--- src/rtl/tone_sweep_sequencer.sv ---
// Steps a CORDIC tone generator through a fixed 12-tone table, lets each tone settle,
// then reports the peak |s_in| seen during a measurement window through a valid/ready handshake.
module tone_sweep_sequencer #(
    parameter int IW         = 16,
    parameter int FW         = 21,
    parameter int SETTLE_CYC = 4096,
    parameter int MEAS_CYC   = 8192
) (
    input  logic                 clk,
    input  logic                 rst,
    input  logic                 start,
    input  logic                 continuous,
    output logic [IW-1:0]        phase_inc,
    output logic                 gen_rst,
    input  logic signed [FW-1:0] s_in,
    output logic [3:0]           res_idx,
    output logic [FW-2:0]        res_peak,
    output logic                 res_valid,
    input  logic                 res_ready,
    output logic                 busy,
    output logic                 done
);

    localparam int MAXC = (SETTLE_CYC > MEAS_CYC) ? SETTLE_CYC : MEAS_CYC;
    localparam int CW   = $clog2(MAXC + 1);
    localparam logic [CW-1:0] SETTLE_LAST = CW'(SETTLE_CYC - 1);
    localparam logic [CW-1:0] MEAS_LAST   = CW'(MEAS_CYC - 1);
    localparam logic [3:0]    LAST_IDX    = 4'd11;

    typedef enum logic [2:0] {
        S_IDLE,
        S_LOAD,
        S_SETTLE,
        S_MEASURE,
        S_REPORT
    } state_t;

    function automatic logic [IW-1:0] tone_inc(input logic [3:0] i);
        case (i)
            4'd0:    tone_inc = IW'(215);
            4'd1:    tone_inc = IW'(429);
            4'd2:    tone_inc = IW'(644);
            4'd3:    tone_inc = IW'(858);
            4'd4:    tone_inc = IW'(1073);
            4'd5:    tone_inc = IW'(1287);
            4'd6:    tone_inc = IW'(1514);
            4'd7:    tone_inc = IW'(1716);
            4'd8:    tone_inc = IW'(1907);
            4'd9:    tone_inc = IW'(2145);
            4'd10:   tone_inc = IW'(2340);
            4'd11:   tone_inc = IW'(2574);
            default: tone_inc = '0;
        endcase
    endfunction

    state_t        state_q, state_d;
    logic [3:0]    idx_q, idx_d;
    logic [CW-1:0] cnt_q, cnt_d;
    logic [FW-2:0] peak_q, peak_d;
    logic [IW-1:0] phase_inc_q, phase_inc_d;
    logic          gen_rst_q, gen_rst_d;
    logic [3:0]    res_idx_q, res_idx_d;
    logic [FW-2:0] res_peak_q, res_peak_d;
    logic          res_valid_q, res_valid_d;
    logic          busy_q, busy_d;
    logic          done_q, done_d;

    // |s_in| with the single negative-only code clamped to the largest positive magnitude
    logic [FW-1:0] s_neg;
    logic [FW-2:0] mag;
    logic [FW-2:0] peak_max;

    always_comb begin
        s_neg = FW'(-s_in);
        if (s_in == {1'b1, {(FW-1){1'b0}}})
            mag = '1;
        else if (s_in[FW-1])
            mag = s_neg[FW-2:0];
        else
            mag = s_in[FW-2:0];
        peak_max = (mag > peak_q) ? mag : peak_q;
    end

    always_comb begin
        state_d     = state_q;
        idx_d       = idx_q;
        cnt_d       = cnt_q;
        peak_d      = peak_q;
        phase_inc_d = phase_inc_q;
        gen_rst_d   = 1'b0;
        res_idx_d   = res_idx_q;
        res_peak_d  = res_peak_q;
        res_valid_d = res_valid_q;
        done_d      = 1'b0;
        case (state_q)
            S_IDLE: begin
                if (start) begin
                    state_d     = S_LOAD;
                    idx_d       = 4'd0;
                    phase_inc_d = tone_inc(4'd0);
                    gen_rst_d   = 1'b1;
                end
            end
            S_LOAD: begin
                state_d = S_SETTLE;
                cnt_d   = '0;
            end
            S_SETTLE: begin
                if (cnt_q == SETTLE_LAST) begin
                    state_d = S_MEASURE;
                    cnt_d   = '0;
                    peak_d  = '0;
                end else begin
                    cnt_d = cnt_q + CW'(1);
                end
            end
            S_MEASURE: begin
                peak_d = peak_max;
                if (cnt_q == MEAS_LAST) begin
                    state_d     = S_REPORT;
                    cnt_d       = '0;
                    res_valid_d = 1'b1;
                    res_idx_d   = idx_q;
                    res_peak_d  = peak_max;
                end else begin
                    cnt_d = cnt_q + CW'(1);
                end
            end
            S_REPORT: begin
                if (res_ready) begin
                    res_valid_d = 1'b0;
                    if (idx_q != LAST_IDX) begin
                        state_d     = S_LOAD;
                        idx_d       = idx_q + 4'd1;
                        phase_inc_d = tone_inc(idx_q + 4'd1);
                        gen_rst_d   = 1'b1;
                    end else if (continuous) begin
                        state_d     = S_LOAD;
                        idx_d       = 4'd0;
                        phase_inc_d = tone_inc(4'd0);
                        gen_rst_d   = 1'b1;
                    end else begin
                        state_d = S_IDLE;
                        done_d  = 1'b1;
                    end
                end
            end
            default: state_d = S_IDLE;
        endcase
        busy_d = (state_d != S_IDLE);
    end

    always_ff @(posedge clk) begin
        if (!rst) begin
            state_q     <= S_IDLE;
            idx_q       <= '0;
            cnt_q       <= '0;
            peak_q      <= '0;
            phase_inc_q <= '0;
            gen_rst_q   <= 1'b0;
            res_idx_q   <= '0;
            res_peak_q  <= '0;
            res_valid_q <= 1'b0;
            busy_q      <= 1'b0;
            done_q      <= 1'b0;
        end else begin
            state_q     <= state_d;
            idx_q       <= idx_d;
            cnt_q       <= cnt_d;
            peak_q      <= peak_d;
            phase_inc_q <= phase_inc_d;
            gen_rst_q   <= gen_rst_d;
            res_idx_q   <= res_idx_d;
            res_peak_q  <= res_peak_d;
            res_valid_q <= res_valid_d;
            busy_q      <= busy_d;
            done_q      <= done_d;
        end
    end

    assign phase_inc = phase_inc_q;
    assign gen_rst   = gen_rst_q;
    assign res_idx   = res_idx_q;
    assign res_peak  = res_peak_q;
    assign res_valid = res_valid_q;
    assign busy      = busy_q;
    assign done      = done_q;

endmodule

--- config.mk ---
export PLATFORM = sky130hd
export DESIGN_NAME = tone_sweep_sequencer
export DESIGN_NICKNAME = d
export VERILOG_FILES = /design/src/rtl/tone_sweep_sequencer.sv
export SDC_FILE = /design/constraint.sdc
export NUM_CORES = 1
export LEC_CHECK = 0
export CAP_MARGIN = 15
export CELL_PAD_IN_SITES_DETAIL_PLACEMENT = 1
export CELL_PAD_IN_SITES_GLOBAL_PLACEMENT = 1
export CORE_MARGIN = 2
export CORE_UTILIZATION = 40
export CTS_CLUSTER_SIZE = 10
export DETAILED_ROUTE_END_ITERATION = 8
export PLACE_DENSITY_LB_ADDON = 0.1
export SLEW_MARGIN = 20
export SYNTH_ARGS = -nofsm -noshare
export SYNTH_HDL_FRONTEND = slang
export SYNTH_SLANG_ARGS = --single-unit
export TNS_END_PERCENT = 50
--- constraint.sdc ---
create_clock -name clk -period 5.5 [get_ports clk]
set_clock_uncertainty 0.15 [all_clocks]
set_input_delay 1.375 -clock clk [delete_from_list [all_inputs] [get_ports clk]]
set_output_delay 1.375 -clock clk [all_outputs]
set_load 0.02 [all_outputs]
==> summary.md <==
| Metric | Value |
|---|---|
| Minimum clock period | `between 5 and 6 ns` |
| Simple-Gate Fraction of Synth Area | `roughly a quarter` |
| Crit path max-delay family | `simple AND/OR/NAND/NOR gates` |
| Antenna violations before repair | `0` |
| CTS tree | `done` |
| Fin crit share | `a little over nine tenths` |
| Total power | `1.51 mW` |
| Max Cap Violations | `0` |
| Post-synth ARST share | `0%` |
| Share of layout cells above drive strength 1 | `7.48%` |
| Synth Flop Type | `dfxtp_1` |
| DRT Pass-1 Iters | `4` |
| Largest net degree at the start of global routing | `38` |
| Detailed Place HPWL | `about 11000 µm` |
| Design Area, Final | `between 6000 and 7000 µm²` |
| Io pins | `70` |
| Area Overhead vs Synth | `25.5%` |
| Adder-Cell Fraction of Synth Area | `about 7.4%` |
| Yosys warnings | `0` |
| Total gr overflow | `0` |
| Synth top cells by count | `nand2_1, dfxtp_1, a21oi_1` |
| Seq. cell area | `between 1500 and 2000 µm²` |
| Pwr per Cell Area | `between 200 and 250 nW/µm²` |
| Synth Area in XOR/XNOR | `under 10%` |
| Die Wd | `roughly 110 µm` |
| Number of global-route vias before repair | `around 5000` |
| Drc violations | `0` |
| Yosys top cell by area | `dfxtp_1` |
| Routed WL per cell | `between 15 and 20 µm` |
| Worst Path Class, Setup | `input pin to flip-flop` |
| Drt total wl | `between 15000 and 20000 µm` |
| CP Cell Sequence | `clkdlybuf4s50_1 > or4_4 > or3_4 > or4_4 > a311oi_2 > ha_1 > and4_1 > and4_1 > o21ai_0 > o2111ai_1 > nand4_1 > buf_4 > mux2i_1` |
| Fill cells | `1471` |
| CP Data Arrival Time | `about 5.4 ns` |
| Die Y | `approximately 110 µm` |
| Largest family of logic cells by synthesized area | `simple AND/OR/NAND/NOR gates` |
| Clock buffer depth | `2` |
| Routability cong. | `0.873` |
| Worst path max stage delay | `just under 0.6 ns` |
| CTS buffer count | `9` |
| Post-CTS Setup Bufs | `0` |
| CP Max Fanout | `8` |
| Most frequent cell after synthesis | `nand2_1` |
| Sequential area share after synthesis | `33.0%` |
| Outcome | `finished clean` |
| Clk slew on worst S/H paths | `about 0.06 ns` |
| Post-synthesis mux area share | `under 10%` |
| Site Rows | `40` |
| Number of synthesized flops with an enable pin | `0` |
| Starting DRT DRC Count | `214` |
| Diode count | `0` |
| Fmax | `approximately 0.19 GHz` |
| Multi-input logic area | `3030 µm²` |
| DR vias | `roughly 4900` |
| Rel. slew slack | `between 20% and 30%` |
| Die ar. | `between 10000 and 15000 µm²` |
| Post-Syn Instances | `approximately 640` |
| Hold WC Path Type | `flip-flop to flip-flop` |
| Max VDD drop | `0.000141 V` |
| Final Max Tran Viols | `0` |
| CTS Sinks | `81` |
| Compound-gate portion of the synthesized area | `19.4%` |
| Startpoint types | `input pin` |
| Post-synth cell types | `56` |
| Core area | `between 10000 and 15000 µm²` |
| CP bufs+invs | `2` |
| Via density | `around 5.7` |
| Clock root buffer | `clkbuf_16` |
| Crit. End Element | `flip-flop` |
| Syn Std Cell Area | `roughly 4900 µm²` |
| Crit path required time | `between 5 and 6 ns` |
| Total GRT Usage | `a little under a quarter` |
| Final ANT Viol Nets | `0` |
| Post-synth top area share | `between 30% and 40%` |
| P_leak | `2.34 nW` |
| Slowest CP cell | `or4_4` |
| Yosys reg bits | `81` |
| Avg Cell Area, Syn | `roughly 7.7 µm²` |
| Nets@finish | `about 760` |
| PortBufs | `between 60 and 70` |
| Placed cell areas | `around 5800 µm²` |
| Unrepaired setup endpoints after global routing | `no` |
| Htree depth | `3` |
| Initial Util | `between 40 and 50%` |
| Fin. Hold Viols | `0` |
| Setup-failing EPs final | `0` |
| First-pass GRT wire length | `24800 µm` |
| Worst Max-Slew Pin Slew | `1.07 ns` |
| Top post-synthesis cells by area | `dfxtp_1, ha_1, nand2_1, a21oi_1, mux2i_1` |
| Latest clock arrival within the worst-skew pair | `0.34 ns` |
==> stage by stage <==
| stage | TNS, ns | utilization [%] | setup WS [ns] | std cells | hold WS [ns] |
|---|---|---|---|---|---|
| finish | 0 | 51.3 | 0.227 | 856 | 0.303 |
| global placement | 0 | 48.3 | 0.0798 | 840 | 0.289 |
| detailed placement | -5.36 | 48.3 | -0.186 | 840 | 0.302 |
| global route | 0 | 51.3 | 0.0655 | 856 | 0.322 |
| floorplan | 0 | - | 0.394 | 641 | 0.298 |
| CTS | 0 | 51.2 | 0.179 | 856 | 0.308 |
==> kinds of logic after synthesis <==
logic type	count (synthesis)
other cells	1
buf+inv	72
fa+ha+maj	29
mux	24
compound gates	159
xor+xnor	25
flops	81
simple gates	247
==> where the power goes <==
part           total, mW  leakage, nW  switching [mW]  internal, mW
sequential         0.606        0.655         0.00851         0.597
clock              0.698        0.166           0.243         0.456
combinational      0.203         1.52           0.120        0.0829
total               1.51         2.34           0.371          1.14
==> worst paths after layout <==
check	endpoint	depth (start not counted)	slack, ns	start
hold / removal	res_idx[0]	2	0.30	res_idx[0]
hold reg to reg	res_idx[0]	2	0.30	res_idx[0]
setup reg to reg	res_peak[0]	7	2.68	cnt_q[0]
setup / recovery	peak_q[19]	13	0.23	s_in[7]
==> layout make-up <==
cell class	count	share of cell area, %
clock buffers	11	3.94
clock inverters	5	1.66
inverters	31	1.89
multi-input cells	488	49.1
flip-flops and latches	81	26.3
well taps	147	2.98
repair buffers	93	14.2
==> per-layer routing <==
layer / up-vias / wire [µm] / GRT usage [%]
met5: - / 0 / 0
met1: 2396 / 6510 / 28.4
met2: 103 / 8010 / 43.0
met3: 14 / 529 / 3.48
met4: 0 / 202 / 7.55
li1: 2400 / - / -
==> placed cells by master, fill, tap and decap left out, drive strengths merged, types with 11 or more instances in the layout <==
master	instances
nand3	28
a31oi	22
inv	31
nor3	22
dfxtp	81
mux2i	24
ha	29
clkdlybuf4s50	65
buf	28
o21ai	44
clkbuf	11
xor2	19
nand2	85
a21oi	57
nor2	50
==> repair_timing <==
item,4_1_cts,5_1_grt
hold buffers,0,0
gates resized for setup,0,3
endpoints found under the hold margin,0,0
endpoints found under the setup margin,0,26
==> worst register-to-register path, stage by stage, from the launching register on <==
cell	delay (ns)
dfxtp_1	0.39
ha_1	0.25
nand2_1	0.07
nor4_1	0.49
and3_1	0.95
and3_1	0.29
a21oi_1	0.04
a31oi_1	0.12
==> state kept, by name, indices dropped and copies added, names as in the netlist <==
name	cells
done	1
phase_inc	12
res_valid	1
busy	1
res_idx	4
res_peak	20
idx_q	4
gen_rst	1
state_q	3
peak_q	20
cnt_q	14
Power figures use the tool's default switching activity.
